### src/rtl/alu_iq_gen.sv
// Parametrised integer/branch issue queue: dispatch with same-cycle CDB capture,
// per-source wakeup, age-matrix oldest-ready select and a registered issue stage.
module alu_iq_gen #(
  parameter int IQ_DEPTH   = 8,
  parameter int DISPATCH_W = 2,
  parameter int CDB_W      = 2,
  parameter int TAG_W      = 6,
  parameter int DATA_W     = 32,
  parameter int PAYLOAD_W  = 64
) (
  input  logic                              clk,
  input  logic                              rst,
  input  logic                              flush_i,
  input  logic [DISPATCH_W-1:0]             disp_valid_i,
  input  logic [DISPATCH_W*PAYLOAD_W-1:0]   disp_payload_i,
  input  logic [DISPATCH_W*2*TAG_W-1:0]     disp_src_tag_i,
  input  logic [DISPATCH_W*2-1:0]           disp_src_rdy_i,
  input  logic [DISPATCH_W*2*DATA_W-1:0]    disp_src_data_i,
  output logic                              disp_ready_o,
  input  logic [CDB_W-1:0]                  cdb_valid_i,
  input  logic [CDB_W*TAG_W-1:0]            cdb_tag_i,
  input  logic [CDB_W*DATA_W-1:0]           cdb_data_i,
  output logic                              issue_valid_o,
  input  logic                              issue_ready_i,
  output logic [PAYLOAD_W-1:0]              issue_payload_o,
  output logic [2*DATA_W-1:0]               issue_src_data_o,
  output logic [$clog2(IQ_DEPTH+1)-1:0]     free_cnt_o
);

  localparam int CNT_W = $clog2(IQ_DEPTH + 1);
  localparam int IDX_W = $clog2(IQ_DEPTH);

  logic [IQ_DEPTH-1:0]  valid_q, valid_d;
  logic [IQ_DEPTH-1:0]  older_q [IQ_DEPTH];
  logic [IQ_DEPTH-1:0]  older_d [IQ_DEPTH];
  logic [1:0]           rdy_q [IQ_DEPTH];
  logic [1:0]           rdy_d [IQ_DEPTH];
  logic [TAG_W-1:0]     tag_q [IQ_DEPTH][2];
  logic [TAG_W-1:0]     tag_d [IQ_DEPTH][2];
  logic [DATA_W-1:0]    data_q [IQ_DEPTH][2];
  logic [DATA_W-1:0]    data_d [IQ_DEPTH][2];
  logic [PAYLOAD_W-1:0] payload_q [IQ_DEPTH];
  logic [PAYLOAD_W-1:0] payload_d [IQ_DEPTH];
  logic [CNT_W-1:0]     free_cnt_q, free_cnt_d;

  logic                 issue_valid_q;
  logic [PAYLOAD_W-1:0] issue_payload_q;
  logic [2*DATA_W-1:0]  issue_data_q;

  logic [IQ_DEPTH-1:0]  eligible, sel_oh;
  logic [IDX_W-1:0]     sel_idx;
  logic                 any_eligible, advance, do_issue, disp_ready;

  // Returns {hit, data}; channels scanned high to low so the lowest index wins.
  function automatic logic [DATA_W:0] cdb_lookup(input logic [TAG_W-1:0] tag);
    logic [DATA_W:0] r;
    r = '0;
    for (int c = CDB_W - 1; c >= 0; c--) begin
      if (cdb_valid_i[c] && cdb_tag_i[c*TAG_W +: TAG_W] == tag)
        r = {1'b1, cdb_data_i[c*DATA_W +: DATA_W]};
    end
    return r;
  endfunction

  assign disp_ready   = free_cnt_q >= CNT_W'(DISPATCH_W);
  assign any_eligible = |eligible;
  assign advance      = !issue_valid_q || issue_ready_i;
  assign do_issue     = advance && any_eligible;

  // The age matrix is a total order over valid entries, so exactly one eligible
  // entry has no older eligible entry.
  always_comb begin
    // NOTE: every combinational output gets a default first so no path can infer a latch.
    eligible = '0;
    sel_oh   = '0;
    sel_idx  = '0;
    for (int i = 0; i < IQ_DEPTH; i++)
      eligible[i] = valid_q[i] && rdy_q[i][0] && rdy_q[i][1];
    for (int i = 0; i < IQ_DEPTH; i++) begin
      sel_oh[i] = eligible[i];
      for (int j = 0; j < IQ_DEPTH; j++)
        if (j != i && eligible[j] && older_q[j][i]) sel_oh[i] = 1'b0;
    end
    for (int i = 0; i < IQ_DEPTH; i++)
      if (sel_oh[i]) sel_idx = IDX_W'(i);
  end

  always_comb begin
    logic [IQ_DEPTH-1:0] taken;
    logic [CNT_W-1:0]    n_acc;
    logic [DATA_W:0]     hit;
    logic                found;
    valid_d   = valid_q;
    older_d   = older_q;
    rdy_d     = rdy_q;
    tag_d     = tag_q;
    data_d    = data_q;
    payload_d = payload_q;
    taken     = '0;
    n_acc     = '0;
    hit       = '0;
    found     = 1'b0;

    for (int i = 0; i < IQ_DEPTH; i++)
      for (int k = 0; k < 2; k++)
        if (valid_q[i] && !rdy_q[i][k]) begin
          hit = cdb_lookup(tag_q[i][k]);
          if (hit[DATA_W]) begin
            rdy_d[i][k]  = 1'b1;
            data_d[i][k] = hit[DATA_W-1:0];
          end
        end

    for (int e = 0; e < IQ_DEPTH; e++)
      if (do_issue && sel_oh[e]) begin
        valid_d[e] = 1'b0;
        older_d[e] = '0;
        for (int r = 0; r < IQ_DEPTH; r++) older_d[r][e] = 1'b0;
      end

    // Allocation only looks at registered validity: an entry freed this cycle
    // becomes reusable next cycle.
    for (int s = 0; s < DISPATCH_W; s++)
      if (disp_ready && disp_valid_i[s]) begin
        found = 1'b0;
        for (int i = 0; i < IQ_DEPTH; i++)
          if (!found && !valid_q[i] && !taken[i]) begin
            found        = 1'b1;
            valid_d[i]   = 1'b1;
            payload_d[i] = disp_payload_i[s*PAYLOAD_W +: PAYLOAD_W];
            for (int k = 0; k < 2; k++) begin
              tag_d[i][k] = disp_src_tag_i[(s*2+k)*TAG_W +: TAG_W];
              if (disp_src_rdy_i[s*2+k]) begin
                rdy_d[i][k]  = 1'b1;
                data_d[i][k] = disp_src_data_i[(s*2+k)*DATA_W +: DATA_W];
              end else begin
                hit          = cdb_lookup(tag_d[i][k]);
                rdy_d[i][k]  = hit[DATA_W];
                data_d[i][k] = hit[DATA_W-1:0];
              end
            end
            older_d[i] = '0;
            for (int e = 0; e < IQ_DEPTH; e++)
              older_d[e][i] = (valid_q[e] && !(do_issue && sel_oh[e])) || taken[e];
            taken[i] = 1'b1;
            n_acc    = n_acc + CNT_W'(1);
          end
      end

    free_cnt_d = free_cnt_q - n_acc + CNT_W'(do_issue);
  end

  // NOTE: sequential state uses non-blocking assignments so every flop samples pre-edge values.
  always_ff @(posedge clk or posedge rst) begin
    if (rst) begin
      valid_q         <= '0;
      for (int i = 0; i < IQ_DEPTH; i++) older_q[i] <= '0;
      free_cnt_q      <= CNT_W'(IQ_DEPTH);
      issue_valid_q   <= 1'b0;
      issue_payload_q <= '0;
      issue_data_q    <= '0;
    end else if (flush_i) begin
      valid_q         <= '0;
      for (int i = 0; i < IQ_DEPTH; i++) older_q[i] <= '0;
      free_cnt_q      <= CNT_W'(IQ_DEPTH);
      issue_valid_q   <= 1'b0;
      issue_payload_q <= '0;
      issue_data_q    <= '0;
    end else begin
      valid_q    <= valid_d;
      older_q    <= older_d;
      free_cnt_q <= free_cnt_d;
      if (advance) begin
        issue_valid_q <= any_eligible;
        if (any_eligible) begin
          issue_payload_q <= payload_q[sel_idx];
          issue_data_q    <= {data_q[sel_idx][1], data_q[sel_idx][0]};
        end
      end
    end
  end

  // NOTE: entry storage has no reset; it is only observed through valid_q.
  always_ff @(posedge clk) begin
    rdy_q     <= rdy_d;
    tag_q     <= tag_d;
    data_q    <= data_d;
    payload_q <= payload_d;
  end

  assign disp_ready_o     = disp_ready;
  assign issue_valid_o    = issue_valid_q;
  assign issue_payload_o  = issue_payload_q;
  assign issue_src_data_o = issue_data_q;
  assign free_cnt_o       = free_cnt_q;

endmodule
### config.mk
export PLATFORM = sky130hd
export DESIGN_NAME = alu_iq_gen
export DESIGN_NICKNAME = d
export VERILOG_FILES = /design/src/rtl/alu_iq_gen.sv
export SDC_FILE = /design/constraint.sdc
export NUM_CORES = 2
export LEC_CHECK = 0
export BUFFER_PORTS_ARGS = -buffer_cell sky130_fd_sc_hd__buf_4
export CAP_MARGIN = 20
export CORE_MARGIN = 8
export CORE_UTILIZATION = 50
export CTS_CLUSTER_DIAMETER = 100
export CTS_CLUSTER_SIZE = 24
export DETAILED_ROUTE_END_ITERATION = 10
export PLACE_DENSITY = 0.68
export SLEW_MARGIN = 10
export SYNTH_ARGS = -nofsm -noshare
export SYNTH_HDL_FRONTEND = slang
export SYNTH_SLANG_ARGS = --single-unit
### constraint.sdc
create_clock -name clk -period 8.2 [get_ports clk]
set_input_delay 0.41 -clock clk [delete_from_list [all_inputs] [get_ports clk]]
set_output_delay 0.41 -clock clk [all_outputs]
set_load 0.1 [all_outputs]
==> metrics.txt <==
run status=complete, but fails checks; failing checks=design-rule violations, max-slew violations; final core occ=54.2%; period utilisation layout=78.3%; Die Wd=414 um; Starting Density=50.2%; synth-to-layout area growth=7.93%; post-DR wirelength/cell=29.4 um; I/O Buffers=501; Max stage delay on crit path=0.85 ns; Final #Nets=10,400; CP max FO=27; Hold Startpoint=disp_src_tag_i[1]; Critical Path RT=8.86 ns; # H-tree levels=3; WHS Path Cells=3; via count=84,800; Main synth FF type=dfxtp_1; commonest non-fill, non-tap cell in the layout=nand2_1; Final setup viols=0; CTS buffer count=66; Internal=12.8 mW; DP HPWL=195 mm; Pwr per Cell Area=258 nW/um^2; VDD IR max=179 uV; worst endpoint data arrival time=7.08 ns; IO Pins=502; Clock Sinks=1,333; gr usage total=38.8%; synthesis-stage register bit count=1,333; most frequent cells in the layout=nand2_1 (1,864), dfxtp_1 (1,136), nor2_1 (1,113); DR vias/cell=6.96; WS Path Type=reg2reg; Sw Ratio=42.1%; worst hold endpoint=tag_q[67]; CTS clk-pin slew, worst paths=0.11 ns; Post-synth ARST share=14.8%; drt drc=1; Hold Vio Cnt, Final=0; largest net degree at the start of global routing=206; CTS tree=yes; Pre-antenna DRT Iters=11; Slew HR=-4.28%; max-cap violation count=0; Reg2Reg Capture Point=free_cnt_o[3]; Core Rows=146; RSZ-0062 raised after global routing=no; GR met3 Demand/Resource=11.9%; final RePlAce weighted congestion=0.931; Comb pwr share=39.0%; clock network power share=18.2%; Crit-path slowest cell=dfrtp_1; Die Span Y=414 um; Least-Margin Pin Slew=1.56 ns; Hold Path Class=in2reg; final slew viol count=53; DIE AREA=171,000 um^2; vias in the first global route=80,200; gr ovfl total=0; Pleak=30.9 nW; fin worst setup slack=1.78 ns; reg2reg setup slack=1.78 ns; remaining antenna violation count=0; worst skew pair latency=0.74 ns; fin crit period=6.42 ns; Cell Area, Synth=79,200 um^2; Final Skew=0.0586 ns; final setup TNS=0 ns; GRT Max-Usage Layer=met2; Worst Reg-to-Reg Cells=27; Core Area=158,000 um^2; reg-to-reg critical path startpoint=valid_q[3]; EDFF count, synth=0; crit path capture type=register; Post-Syn Area per Cell=7.60 um^2; initial drt markers=13,200; first-pass GRT wire length=522 mm; Synth cell types=93; DP Worst Slack=1.89 ns; Clock Root Buffer=clkbuf_16; sw power=9.28 mW; yosys warns=0; Fmax=156 MHz; antenna violations before repair=42; sequential share of power=42.9%; met1 usage=49.6%; proportion of layout cells with a drive suffix above 1=8.32%; Crit path top cell by count=ha_1; Cells after Synth=10,400; sequential area share after synthesis=34.9%; met2 Use GR=56.5%; startpoint types=register; Clock Tree Buf Depth=3; WL final=358 mm
cells in the mapped netlist (all sizes together), types with 5 or more instances:
| cell | number | area share [%] |
|---|---|---|
| nand4 | 69 | 0.54 |
| o211a | 8 | 0.10 |
| a22o | 15 | 0.17 |
| mux2i | 719 | 9.1 |
| a221oi | 34 | 0.41 |
| a221o | 123 | 1.6 |
| o221ai | 33 | 0.36 |
| a211o | 131 | 1.4 |
| o22ai | 61 | 0.48 |
| a31oi | 482 | 3.8 |
| and3 | 15 | 0.12 |
| a311oi | 134 | 1.5 |
| or3 | 7 | 0.055 |
| dfxtp | 1136 | 29 |
| a22oi | 34 | 0.32 |
| a2111oi | 8 | 0.13 |
| o21ai | 1187 | 7.5 |
| nor4 | 39 | 0.46 |
| nand2 | 1880 | 8.9 |
| o21a | 9 | 0.085 |
| xor2 | 106 | 1.2 |
| dfrtp | 196 | 6.2 |
| and2 | 265 | 2.1 |
| a21o | 5 | 0.047 |
| buf | 369 | 2.6 |
| nor2b | 15 | 0.12 |
| or2 | 5 | 0.039 |
| clkbuf | 880 | 4.2 |
| ha | 18 | 0.28 |
| nand3 | 31 | 0.20 |
| a32oi | 11 | 0.12 |
| inv | 30 | 0.14 |
| o211ai | 273 | 2.6 |
| nor3 | 52 | 0.34 |
| mux2 | 5 | 0.076 |
| nor2 | 1125 | 5.3 |
| xnor2 | 142 | 1.6 |
| nand2b | 11 | 0.087 |
| a21oi | 81 | 0.52 |
| a211oi | 627 | 5.9 |
logic make-up (layout without fill, tap and decap cells):
logic type,after synthesis,after routing,share of synthesized area (%)
and+or+nand+nor,3526,3526,18.4
other,1,38,0.00473
AOI/OAI and AO/OA,3287,3287,27.5
adders and majority gates,20,20,0.322
DFF,1333,1333,34.9
xor gates and xnor gates,249,249,2.77
buffers and inverters,1281,932,6.91
muxes,724,724,9.16
registers in the layout, summed over array words and instances, names as in the netlist:
name and cells:
valid_q 8, rdy_q 16, issue_payload_o 64, free_cnt_o 4, data_q 512, issue_valid_o 1
payload_q 512, tag_q 96, older_q 56, issue_src_data_o 64
how the worst max path moves through the flow:
stage          startpoint            end  slack [ns]
2_1_floorplan         rst  free_cnt_o[0]        2.42
5_1_grt        valid_q[3]  free_cnt_o[3]        1.21
3_5_place_dp   valid_q[3]  free_cnt_o[3]        1.89
6_report       valid_q[3]  free_cnt_o[3]        1.78
4_1_cts        valid_q[3]  free_cnt_o[3]        1.86
3_3_place_gp   valid_q[3]  free_cnt_o[3]        1.75
metal layers:
layer  vias up  share of wire (%)
met1     40000                 37
met2      6934                 41
met3      1604                 14
met4         8                7.7
met5         -              0.013
li1      36300                  -
worst max-delay path: cells and delay by family, from the launching register on:
| kind | cells | cell delay [ns] |
|---|---|---|
| AO/OA/AOI/OAI | 9 | 1.95 |
| XOR/XNOR | 3 | 0.55 |
| adder cells (fa/ha/maj) | 5 | 1.32 |
| buffers and inverters | 1 | 0.15 |
| flip-flops | 1 | 0.85 |
| multiplexers | 1 | 0.29 |
| AND/OR/NAND/NOR | 8 | 1.22 |
power groups by stage:
stage | sequential (mW) | combinational, mW | clock [mW]
floorplan | 10.7 | 4.70 | 0
global placement | 9.47 | 8.06 | 0
detailed placement | 9.54 | 8.28 | 0
CTS | 9.40 | 8.36 | 3.98
global route | 9.62 | 9.10 | 4.21
finish | 9.45 | 8.59 | 4.01
area by class of cell:
class	instances	area [um^2]
Timing Repair Buffer	786	6500
Inverter	32	128
Sequential cell	1333	27700
Fill cell	14800	72300
Multi-Input combinational cell	7811	46600
Clock inverter	11	124
Clock buffer	103	1810
Antenna cell	33	82.6
Tap cell	2072	2590
through the flow:
stage | instances | total power, mW | hold WS [ns] | area (um^2)
final | 12200 | 22.0 | 0.0211 | 85500
after CTS | 12100 | 21.7 | 0.00395 | 85300
after detailed placement | 11900 | 17.8 | 0.447 | 82100
after floorplan | 10400 | 15.4 | 0.423 | 79200
after global routing | 12200 | 22.9 | 0.0308 | 85500
after global placement | 11900 | 17.5 | 0.433 | 82000
what timing repair did:
action                                  CTS  global route
gates resized for setup                   0             0
endpoints found under the setup margin    0             0
hold endpoints to repair                557             0
hold buffers                            129             0
setup buffers                             0             0
(Power assumes the default switching activity.)
